[config.mk]
export PLATFORM = sky130hd
export DESIGN_NAME = wptr_full
export DESIGN_NICKNAME = d
export VERILOG_FILES = /design/src/rtl/wptr_full.sv
export SDC_FILE = /design/constraint.sdc
export NUM_CORES = 1
export LEC_CHECK = 0
export ABC_AREA = 1
export CAP_MARGIN = 10
export CELL_PAD_IN_SITES_DETAIL_PLACEMENT = 1
export CELL_PAD_IN_SITES_GLOBAL_PLACEMENT = 1
export CORE_AREA = 8 8 65 67
export CTS_BUF_LIST = sky130_fd_sc_hd__clkbuf_8
export CTS_CLUSTER_DIAMETER = 200
export DETAILED_ROUTE_END_ITERATION = 6
export DIE_AREA = 0 0 73 75
export PLACE_DENSITY_LB_ADDON = 0.15
export SETUP_SLACK_MARGIN = 0.15
export SYNTH_ARGS = -nofsm -noshare
export SYNTH_HDL_FRONTEND = slang
export SYNTH_SLANG_ARGS = --single-unit
[constraint.sdc]
create_clock -name clk_wr -period 1.7 [get_ports clk_wr]
set_input_delay 0.34 -clock clk_wr [delete_from_list [all_inputs] [get_ports clk_wr]]
set_output_delay 0.34 -clock clk_wr [all_outputs]
set_load 0.01 [all_outputs]
[src/rtl/wptr_full.sv]
// Write-domain pointer, full flag, occupancy and overflow logic for an async FIFO.
// Optional almost_full output is enabled by defining FIFO_AFULL_EN.
module wptr_full #(
    parameter int ADDSIZE      = 4,
    parameter int AFULL_THRESH = 14
) (
    input  logic               clk_wr,
    input  logic               rstn,
    input  logic               wr_req,
    input  logic [ADDSIZE:0]   wq2_rptr,
    input  logic               ovf_clr,
    output logic               wen,
    output logic [ADDSIZE-1:0] waddr,
    output logic [ADDSIZE:0]   wptr,
    output logic               full,
    output logic [ADDSIZE:0]   wcount,
`ifdef FIFO_AFULL_EN
    output logic               almost_full,
`endif
    output logic               overflow
);

    localparam int PW = ADDSIZE + 1;

    logic [PW-1:0] r_wbin;
    logic [PW-1:0] w_wbin_next;
    logic [PW-1:0] w_wgray_next;
    logic [PW-1:0] w_rptr_full;
    logic [PW-1:0] w_rbin;
    logic [PW-1:0] w_count_next;
    logic          w_full_next;

    // Gating with rstn keeps the memory from seeing a write while reset is held.
    assign wen          = rstn & wr_req & ~full;
    assign waddr        = r_wbin[ADDSIZE-1:0];
    assign w_wbin_next  = r_wbin + {{ADDSIZE{1'b0}}, wen};
    assign w_wgray_next = (w_wbin_next >> 1) ^ w_wbin_next;

    // Full when the write pointer is exactly one lap ahead of the read pointer.
    assign w_rptr_full  = {~wq2_rptr[ADDSIZE:ADDSIZE-1], wq2_rptr[ADDSIZE-2:0]};
    assign w_full_next  = (w_wgray_next == w_rptr_full);

    always_comb begin
        w_rbin = '0;
        for (int i = 0; i < PW; i++) begin
            w_rbin[i] = ^(wq2_rptr >> i);
        end
    end

    assign w_count_next = w_wbin_next - w_rbin;

    always_ff @(posedge clk_wr or negedge rstn) begin
        if (!rstn) begin
            r_wbin   <= '0;
            wptr     <= '0;
            full     <= 1'b0;
            wcount   <= '0;
            overflow <= 1'b0;
        end else begin
            r_wbin <= w_wbin_next;
            wptr   <= w_wgray_next;
            full   <= w_full_next;
            wcount <= w_count_next;
            if (wr_req && full)
                overflow <= 1'b1;
            else if (ovf_clr)
                overflow <= 1'b0;
        end
    end

`ifdef FIFO_AFULL_EN
    always_ff @(posedge clk_wr or negedge rstn) begin
        if (!rstn)
            almost_full <= 1'b0;
        else
            almost_full <= (w_count_next >= PW'(AFULL_THRESH));
    end
`endif

endmodule

Word-level counts from Yosys, hierarchy flattened
Index checks and enable logic that the tools add are counted.
{"block": "totals", "reg_bits": 17, "in_bits": 9, "output_inout_bits": 17, "word_cells": 22}
{"block": "classes", "n_addsub": 2, "n_eq_ne": 1, "muxes": 2, "n_bitwise": 5, "n_reduce_logical": 7}
{"operator": "$reduce_xor A5 Y1", "count": 5}
{"operator": "$add A5 B1 Y5", "count": 1}
{"operator": "$eq A5 B5 Y1", "count": 1}
{"operator": "$sub A5 B5 Y5", "count": 1}
{"operator": "$xor A4 B5 Y5", "count": 1}
{"operator": "$and A1 B1 Y1", "count": 2}
{"operator": "$mux W1", "count": 2}
{"operator": "$not A2 Y2", "count": 1}
{"operator": "$reduce_bool A2 Y1", "count": 1}
{"operator": "$logic_and A1 B1 Y1", "count": 1}
{"operator": "$not A1 Y1", "count": 1}

Depth between registers and ports, before layout
Gate-level depths: netlist of run 1.
{"block": "depth", "word_depth": 5, "depth_mapped": 13, "mapped_depth_nobuf": 13}

Worst setup path before layout of run 1
OpenSTA, ideal clock, no wires.
{"block": "synth_timing", "path_type": "flip-flop to flip-flop", "from": "register full", "to": "register wcount[3]", "setup_ns": 0.116, "t_arrival_ns": 1.989, "required_ns": 1.584, "slack_ns": -0.405, "path_stages_with_launch": 10, "n_path_buf": 0, "period_less_slack_ns": 2.105, "cell_sequence": "dfrtp_1 nor2_1 ha_1 ha_1 xor2_2 ha_1 a21oi_1 nand2_1 nand2_1 nand2_1"}
{"block": "synth_via", "elab_chain_cells": 4}
{"item": "from (decl)", "line": "15", "rtl": "output logic full,"}
{"item": "from (signal assigned)", "line": "62", "rtl": "full <= w_full_next;"}
{"item": "$not A1 Y1", "line": "34", "rtl": "assign wen = rstn & wr_req & ~full;"}
{"item": "$and A1 B1 Y1", "line": "34"}
{"item": "named net wen", "line": "12", "rtl": "output logic wen,"}
{"item": "$add A5 B1 Y5", "line": "36", "rtl": "assign w_wbin_next = r_wbin + {{ADDSIZE{1'b0}}, wen};"}
{"item": "named net w_wbin_next[2]", "line": "26", "rtl": "logic [PW-1:0] w_wbin_next;"}
{"item": "$sub A5 B5 Y5", "line": "50", "rtl": "assign w_count_next = w_wbin_next - w_rbin;"}
{"item": "named net w_count_next[3]", "line": "30", "rtl": "logic [PW-1:0] w_count_next;"}
{"item": "to (signal assigned)", "line": "63", "rtl": "wcount <= w_count_next;"}
{"item": "to (decl)", "line": "16", "rtl": "output logic [ADDSIZE:0] wcount,"}
The timed path passes the listed nets, and every way through them passes these cells.
A chain may end at the register's enable or synchronous reset.

Worst setup path after layout of run 1
{"block": "layout_timing", "from": "register full", "to": "register wcount[4]"}
{"block": "layout_via", "elab_chain_cells": 4}
{"item": "$not A1 Y1", "line": "34"}
{"item": "$and A1 B1 Y1", "line": "34"}
{"item": "$add A5 B1 Y5", "line": "36"}
{"item": "named net w_wbin_next[1]", "line": "26"}
{"item": "$sub A5 B5 Y5", "line": "50"}
{"item": "named net w_count_next[4]", "line": "30"}
The timed path passes the listed nets, and every way through them passes these cells.

==> results.md, run 1 <==
- CP endpoint kind: flop
- Cts hold-fix bufs: 0
- Most frequent cells in the layout: buf_4, nand2_1, nand3_1
- Mux contribution to synthesized area: 0
- Die Area: between 5000 and 6000 um2
- CTS root buffer: clkbuf_8
- Min Clock Period, post-route: about 1.8 ns
- Simple logic cell fraction of the synthesized area: 0.328
- Overall Global Routing Usage: 0.130
- Total core area: about 3200 um2
- Cells after Synth: between 100 and 150
- Worst setup SP type: flop
- Die Y: between 70 and 80 um
- Die width: about 73 um
- Clk Latency, worst-skew pair: roughly 0.25 ns
- Netlist cell types: 20
- Port buffer count: 25
- Peak Freq: around 550 MHz
- Total number of vias: roughly 1100
- Design Power: between 0.003 and 0.004 W
- TNS Setup: -0.260 ns
- CTS tree: done
- Dpl cells: 223
- Flops & latches, synth: 16
- Average wire per cell in the routed design: around 15 um
- Dpl hpwl: approximately 2.7 mm
- Top Ports: 26
- Largest net degree at the start of global routing: 17
- Worst vdd ir: approximately 0.8 mV
- Post-synthesis adder-cell area fraction: 0.0830
- Synthesis Warnings: 0
- Fin area: approximately 1800 um2
- Largest fanout on the critical path: 3
- 1st-iter DRT viols: 18
- Worst EP required: around 1.9 ns
- Initial antenna violation count: 0
- Slew @ Worst Pin: approximately 0.23 ns
- H-Tree Level Count: 1
- M1 WL: roughly 1.3 mm
- Clock-pin slew on the worst setup and hold paths: 0.06 ns
- Post-Synth XOR/XNOR Area: 0.0843
- Post-DP Area: roughly 1600 um2
- Vias in the first global route: about 1200
- TritonCTS sink count: 16
- Total CTS buffers: 3
- Number of placement rows: 21
- LEAKAGE: around 0.91 nW
- Worst Setup Path Type: reg2reg
- Remaining DRCs: 0
- RSZ-0062 raised after global routing: true
- Max layer used: met4
- Setup-failing EPs final: 4
- Non-Filler Instances: about 240
- Final hold violation count: 0
- Overflow after GRT: 0
- Ant. Diodes: 0
- Drt total wl: ~3.5 mm
- Hold Crit Class: in2async
- PnR worst setup slack: -0.110 ns
- Syn Std Cell Area: 995 um2
- Initial Util: 0.308
- Final period utilization: 1.06
- Register-to-register setup slack: -0.11 ns
- Pwr dens: just over 2000 nW/um2
- Drt via density: ~4.6
- CP arrival: 2.00 ns
- Met2 wire len: 1.95 mm
- Max-cap viol count: 0
- Failing checks: negative setup slack
- TritonRoute pass-1 iters: 4
- Rel. slew slack: 0.849
- Antenna Nets Post-Route: 0
- Area grow syn2layout: 80.8%
- Combinational family with the most area after synthesis: simple AND/OR/NAND/NOR gates
- First-pass GRT wire length: between 5 and 6 mm
- Max Clock Skew: 0.00489 ns
- Max Slew Vio Count: 0
- Mapped Nets: between 100 and 150
- Met3 wire length: 146 um
- Sequential fraction of the synthesis area: 0.403
- Most common cell after layout, fill and taps aside: buf_4
- GPL Wtd Cong: just over 0.8
- Nets: between 200 and 250
- Post-synthesis compound-gate area fraction: 0.0151
- Max Buffers Root-to-Sink: 2
- Status: finished with violations
- Share of cells above drive strength 1: 0.490
- Mapped Avg Cell Area: roughly 7.9 um2
==> through the flow <==
stage	hold slack, ns	worst slack [ns]	util
after detailed placement	0.537	-0.726	0.491
after CTS	0.172	-0.0923	0.530
final	0.0531	-0.110	0.556
after global placement	0.517	-0.658	0.491
after global routing	0.0792	-0.218	0.556
after floorplan	0.0444	-0.0844	-
==> cell type report <==
cell class,instances,area (um2)
Sequential cell,16,402
Timing Repair Buffer,64,529
Fill cell,385,1430
Clock buffer,3,41.3
Inverter,20,77.6
Tap cell,46,57.6
Multi-Input combinational cell,89,691
==> repair_timing <==
action	4_1_cts	5_1_grt
setup buffers	9	3
pin swaps	17	8
setup endpoints to repair	19	10
gates resized for setup	41	19
==> metal layers <==
metal / vias up / GRT usage
li1: 524 / -
met5: - / 0
met4: 0 / 0.0600
met2: 24 / 0.266
met3: 6 / 0.0146
met1: 536 / 0.125
==> where the power goes <==
part | leakage, nW | switching [W] | total [W] | internal [W]
logic | 0.702 | 0.00127 | 0.00266 | 0.00139
registers | 0.190 | 0.0000982 | 0.000673 | 0.000575
clock network | 0.0216 | 0.000129 | 0.000286 | 0.000157
==> synth_stat cells (all sizes together) <==
| cell type | count | area [um2] |
|---|---|---|
| inv | 20 | 75.1 |
| buf | 1 | 11.3 |
| fa | 1 | 20.0 |
| nand2 | 48 | 190 |
| nand3 | 19 | 100 |
| nand3b | 1 | 7.51 |
| dfrtp | 16 | 400 |
| xnor2 | 3 | 26.3 |
| nand4 | 2 | 12.5 |
| a21oi | 1 | 5.00 |
| xor2 | 4 | 57.6 |
| o21ai | 2 | 10.0 |
| ha | 5 | 62.6 |
| nor2 | 3 | 16.3 |
==> kinds of logic (layout without fill, tap and decap cells) <==
| family | Yosys count | in the layout |
|---|---|---|
| buffers and inverters | 21 | 87 |
| and+or+nand+nor | 73 | 73 |
| adders and majority gates | 6 | 6 |
| AOI/OAI and AO/OA | 3 | 3 |
| xor gates and xnor gates | 7 | 7 |
| DFF | 16 | 16 |
==> flip-flops by register name, summed over array words and instances (netlist names) <==
name,flops
full,1
wcount,5
overflow,1
r_wbin,5
wptr,4
==> critical path, stage by stage (launching register included) <==
cell	delay (ns)
dfrtp_1	0.39
nor2_4	0.05
ha_4	0.17
ha_4	0.29
inv_4	0.05
fa_2	0.39
inv_2	0.08
nand3_2	0.09
o21ai_2	0.12
nand2_1	0.07
nand2_1	0.06
==> final timing paths <==
check / cells past startpoint / endpoint / from
max in group asynchronous: 2 / r_wbin[2]$_DFF_PN0_ / rstn
setup / recovery: 10 / wcount[4]$_DFF_PN0_ / full$_DFF_PN0_
min in group clk_wr: 3 / overflow$_DFFE_PN0P_ / wr_req
hold / removal: 2 / r_wbin[1]$_DFF_PN0_ / rstn
setup reg to reg: 10 / wcount[4]$_DFF_PN0_ / full$_DFF_PN0_
hold reg to reg: 2 / overflow$_DFFE_PN0P_ / overflow$_DFFE_PN0P_
Note: power is estimated with default switching activity, not from simulation.
==> run 2, diff against run 1 <==
- CORE_AREA: 8 8 65 67 -> 8 8 61 63
- DIE_AREA: 0 0 73 75 -> 0 0 69 71
- GPL_ROUTABILITY_DRIVEN: default -> 0
- clock period: 1.7 -> 2.2 ns (I/O delays scaled with it)
==> results.md, run 2 (same netlist as run 1, synthesis figures left out) <==
- Most frequent cells in the layout: nand2_1, buf_4, clkdlybuf4s50_1
- Worst Setup Path Type: in2reg
- Fillcell total: approximately 350
- Cts hold-fix bufs: 0
- Post-DP Area: roughly 1500 um2
- TritonCTS sink count: 16
- TNS Setup: 0 ns
- CP arrival: 2.14 ns
- Clk Latency, worst-skew pair: between 0.2 and 0.3 ns
- Slew @ Worst Pin: ~0.35 ns
- Max Clock Skew: approximately 0.0022 ns
- Register-to-register setup slack: between 0.3 and 0.4 ns
- Initial antenna violation count: 0
- Antenna Nets Post-Route: 0
- Clock-pin slew on the worst setup and hold paths: 0.06 ns
- R2R depth: 11
- Drt total wl: ~2.9 mm
- Max-cap viol count: 0
- Regs by FF count: r_wbin: 5 flops, wcount: 5 flops, wptr: 4 flops
- Setup-failing EPs final: 0
- Hold Crit Class: in2async
- Max Slew Vio Count: 0
- Die Y: about 70 um
- Worst path max stage delay: 0.34 ns
- Peak Freq: ~510 MHz
- Die Area: just under 5000 um2
- Average wire per cell in the routed design: about 14 um
- Non-Filler Instances: 209
- Nets: 193
- Total CTS buffers: 3
- CP cell instances: dlygate4sd2_1, nand2_1, nand2_2, xor2_2, xor2_1, ha_2, fa_2, inv_1, nand3_1, o21ai_1, nand2_1, nand2_1
- Final hold violation count: 0
- CP endpoint kind: flop
- Pwr dens: 1480 nW/um2
- CP max stage cell: fa_2
- Most common cell after layout, fill and taps aside: nand2_1
- Crit-path most repeated cell: nand2_1
- Vias in the first global route: ~1100
- Top delay family on crit path: adder cells
- First-pass GRT wire length: between 5 and 6 mm
- RR Startpoint: full$_DFF_PN0_
- Largest net degree at the start of global routing: 17
- LEAKAGE: around 0.81 nW
- Total number of vias: 989
- Final period utilization: 0.887
- Share of cells above drive strength 1: 0.307
- Number of placement rows: 20
- Total core area: roughly 2900 um2
- Overflow after GRT: 0
- Worst EP required: 2.39 ns
- Fin area: between 1500 and 2000 um2
- Hold Slack: ~0.29 ns
- CTS tree: done
- Port buffer count: 25
- Ant. Diodes: 0
- Top Ports: 26
- H-Tree Level Count: 1
- Initial Util: 0.349
- Worst setup SP type: input pin
- Worst reg2reg path endpoint: full$_DFF_PN0_
- Buf+Inv Stages, Crit Path: 2
- Remaining DRCs: 0
- Area grow syn2layout: 57.7%
- 1st-iter DRT viols: 20
- TritonRoute pass-1 iters: 4
- Dpl cells: between 200 and 250
- Overall Global Routing Usage: 0.125
- Drt via density: 4.73
- Rel. slew slack: 0.769
- Largest fanout on the critical path: 3
- Worst vdd ir: just over 0.8 mV
- RSZ-0062 raised after global routing: false
- Die width: between 60 and 70 um
- Status: completed
- Min Clock Period, post-route: roughly 2.0 ns
- CTS root buffer: clkbuf_8
- Max Buffers Root-to-Sink: 2
- Dpl hpwl: 2.41 mm
[run 2: worst reg2reg max path: cells and delay by family (launching register included)]
kind          cells  cell delay [ns]
flops             1             0.41
simple gates      7             0.58
fa+ha+maj         2             0.41
buf+inv           1             0.16
xor+xnor          1             0.21
[run 2: worst max path at each step]
stage	from	end	cells past startpoint
5_1_grt	wq2_rptr[3]	wcount[4]$_DFF_PN0_	12
4_1_cts	wq2_rptr[4]	wcount[4]$_DFF_PN0_	11
6_report	wq2_rptr[3]	wcount[4]$_DFF_PN0_	12
3_5_place_dp	wq2_rptr[2]	wcount[4]$_DFF_PN0_	13
2_1_floorplan	rstn	wcount[4]$_DFF_PN0_	11
3_3_place_gp	wq2_rptr[3]	wcount[4]$_DFF_PN0_	13
[run 2: what timing repair did]
action                     4_1_cts  5_1_grt
gates resized for setup         18        5
buffers inserted                 1        0
cloned                           0        0
setup endpoints to repair        6        4
pin swaps                        8        3
[run 2: stage by stage]
| step | utilization | setup WS, ns | power (W) |
|---|---|---|---|
| 6_report | 0.550 | 0.248 | 0.00233 |
| 5_1_grt | 0.550 | 0.151 | 0.00254 |
| 4_1_cts | 0.547 | 0.0782 | 0.00236 |
| 3_5_place_dp | 0.510 | -0.421 | 0.00201 |
| 3_3_place_gp | 0.510 | -0.328 | 0.00194 |
| 2_1_floorplan | - | 0.174 | 0.00127 |
[run 2: where the power goes]
part | internal, W | switching (W)
registers | 0.000442 | 0.0000945
clock network | 0.000121 | 0.0000977
logic | 0.000820 | 0.000751
[run 2: metal layers]
layer,GRT usage,routed length (um)
met1,0.134,1220
met2,0.234,1510
met3,0.0196,96
met4,0.0547,48
met5,0,0
[run 2: area by class of cell]
class	instances	area, um2	area share
Clock buffer	3	41.3	0.0263
Inverter	20	77.6	0.0494
Multi-Input combinational cell	89	581	0.370
Sequential cell	16	400	0.255
Tap cell	33	41.3	0.0263
Timing Repair Buffer	48	428	0.273
==> run 3, diff against run 2 <==
- GPL_TIMING_DRIVEN: default -> 0
- PLACE_DENSITY_LB_ADDON: 0.15 -> 0.1
==> results.md, run 3 (same netlist as run 1, synthesis figures left out) <==
- Clock-pin slew on the worst setup and hold paths: ~0.06 ns
- CP endpoint kind: flop
- Clock power frac: 0.100
- Largest fanout on the critical path: 5
- TritonRoute pass-1 iters: 2
- Hold Slack: 0.00236 ns
- Min Clock Period, post-route: 1.95 ns
- Overall Global Routing Usage: 0.117
- Buf+Inv Stages, Crit Path: 3
- Met2 Resource Use GR: 0.200
- Status: completed
- LEAKAGE: between 0.7 and 0.8 nW
- Total CTS buffers: 3
- Die Area: ~5000 um2
- Nets: 178
- RSZ-0062 raised after global routing: false
- Slew @ Worst Pin: 0.203 ns
- Die width: ~69 um
- Total core area: roughly 2900 um2
- Grt met1 use: 0.128
- Total number of vias: 932
- Max Clock Skew: 0.00225 ns
- Antenna Nets Post-Route: 0
- Regs by FF count: r_wbin: 5 flops, wcount: 5 flops, wptr: 4 flops
- Number of placement rows: 20
- Vias in the first global route: 1034
- Worst vdd ir: a little over 0.8 mV
- CP max stage cell: fa_2
- First-pass GRT wire length: around 4.7 mm
- Final period utilization: 0.886
- Fin area: about 1500 um2
- CP cell instances: dlygate4sd2_1, nand2_2, nor2_4, ha_4, ha_4, inv_4, fa_2, inv_2, nand3_2, o21ai_2, nand2_1, nand2_1
- Remaining DRCs: 0
- Net Switching: roughly 0.00095 W
- Worst setup SP type: input pin
- Max-cap viol count: 0
- Initial Util: 0.349
- Post-DP Area: between 1000 and 1500 um2
- Most common cell after layout, fill and taps aside: nand2_1
- GRT met3 Usage: 0.0280
- Top delay family on crit path: adder cells
- Top Ports: 26
- Rel. slew slack: 0.865
- Port buffer count: 25
- Most frequent cells in the layout: nand2_1, clkdlybuf4s50_1, nand3_1
- Internal: around 0.0013 W
- Drt total wl: roughly 2.8 mm
- CTS tree: done
- 1st-iter DRT viols: 38
- Hold Crit Class: in2async
- Dpl hpwl: around 2.1 mm
- Combinational fraction of design power: 0.667
- Largest net degree at the start of global routing: 18
- CTS root buffer: clkbuf_8
- Grt peak-use layer: met2
- Final hold violation count: 0
- Ant. Diodes: 0
- Setup-failing EPs final: 0
- CP arrival: 2.14 ns
- H-Tree Level Count: 1
- TritonCTS sink count: 16
- Flop pwr share: 0.233
- Worst path max stage delay: approximately 0.4 ns
- Clk Latency, worst-skew pair: approximately 0.25 ns
- Area grow syn2layout: 48.2%
- Max Buffers Root-to-Sink: 2
- Drt via density: just under 5
- Register-to-register setup slack: between 0.3 and 0.4 ns
- Initial antenna violation count: 0
- Share of cells above drive strength 1: 0.286
- Fillcell total: approximately 350
- Die Y: 71 um
- Sw Ratio: 0.427
- Average wire per cell in the routed design: ~14 um
- Peak Freq: slightly above 500 MHz
- Share of the core filled with cells: 0.517
- Overflow after GRT: 0
- Cts hold-fix bufs: 0
- Worst Setup Path Type: in2reg
- Worst EP required: roughly 2.4 ns
- Max Slew Vio Count: 0
- Pwr dens: 1510 nW/um2
run 3: repair_timing:
item                                   4_1_cts  5_1_grt
setup endpoints to repair                   15        4
pin swaps                                    3        7
endpoints found under the hold margin        0        0
cloned                                       0        0
setup buffers                                4        3
gates resized for setup                     28       18
run 3: worst paths after layout:
| path | start | endpoint | cells past startpoint |
|---|---|---|---|
| worst max register to register | full$_DFF_PN0_ | wcount[3]$_DFF_PN0_ | 9 |
| max in group asynchronous | rstn | wcount[2]$_DFF_PN0_ | 1 |
| worst min register to register | overflow$_DFFE_PN0P_ | overflow$_DFFE_PN0P_ | 2 |
| min in group clk_wr | overflow$_DFFE_PN0P_ | overflow$_DFFE_PN0P_ | 2 |
| worst min-delay path | rstn | r_wbin[0]$_DFF_PN0_ | 1 |
| worst max-delay path | wr_req | wcount[4]$_DFF_PN0_ | 12 |
run 3: worst reg2reg max path: stages (launching register included):
cell     delay [ns]
dfrtp_1        0.42
nor2_4         0.15
ha_4           0.17
ha_4           0.19
xor2_4         0.22
ha_4           0.24
a21oi_2        0.16
nand2_1        0.09
nand2_1        0.08
nand2_1        0.05
run 3: metal layers:
| layer | vias up | share of wire |
|---|---|---|
| li1 | 467 | - |
| met2 | 24 | 0.49 |
| met3 | 5 | 0.054 |
| met1 | 436 | 0.43 |
| met4 | 0 | 0.028 |
| met5 | - | 0 |
run 3: cell type report:
cell class / count / area (um2) / area share
inverter: 20 / 77.6 / 0.0526
tap: 33 / 41.3 / 0.0280
sequential: 16 / 400 / 0.272
buffer: 1 / 11.3 / 0.00764
multi-input combinational: 89 / 616 / 0.418
clock buffer: 3 / 41.3 / 0.0280
timing repair buffer: 32 / 287 / 0.194
run 3: per-stage QoR:
step / total power (W) / std cells / setup slack, ns / TNS, ns
after floorplan: 0.00127 / 126 / 0.174 / 0
after global placement: 0.00173 / 184 / -1.13 / -9.03
after detailed placement: 0.00179 / 184 / -1.22 / -9.73
after CTS: 0.00215 / 191 / 0.141 / 0
after global routing: 0.00241 / 194 / 0.165 / 0
final: 0.00223 / 194 / 0.251 / 0
run 3: power groups by stage:
stage / clock network (W) / registers [W] / logic (W)
after floorplan: 0 / 0.000587 / 0.000685
after global placement: 0 / 0.000514 / 0.00121
after detailed placement: 0 / 0.000522 / 0.00126
after CTS: 0.000230 / 0.000522 / 0.00140
after global routing: 0.000239 / 0.000535 / 0.00164
final: 0.000223 / 0.000518 / 0.00149
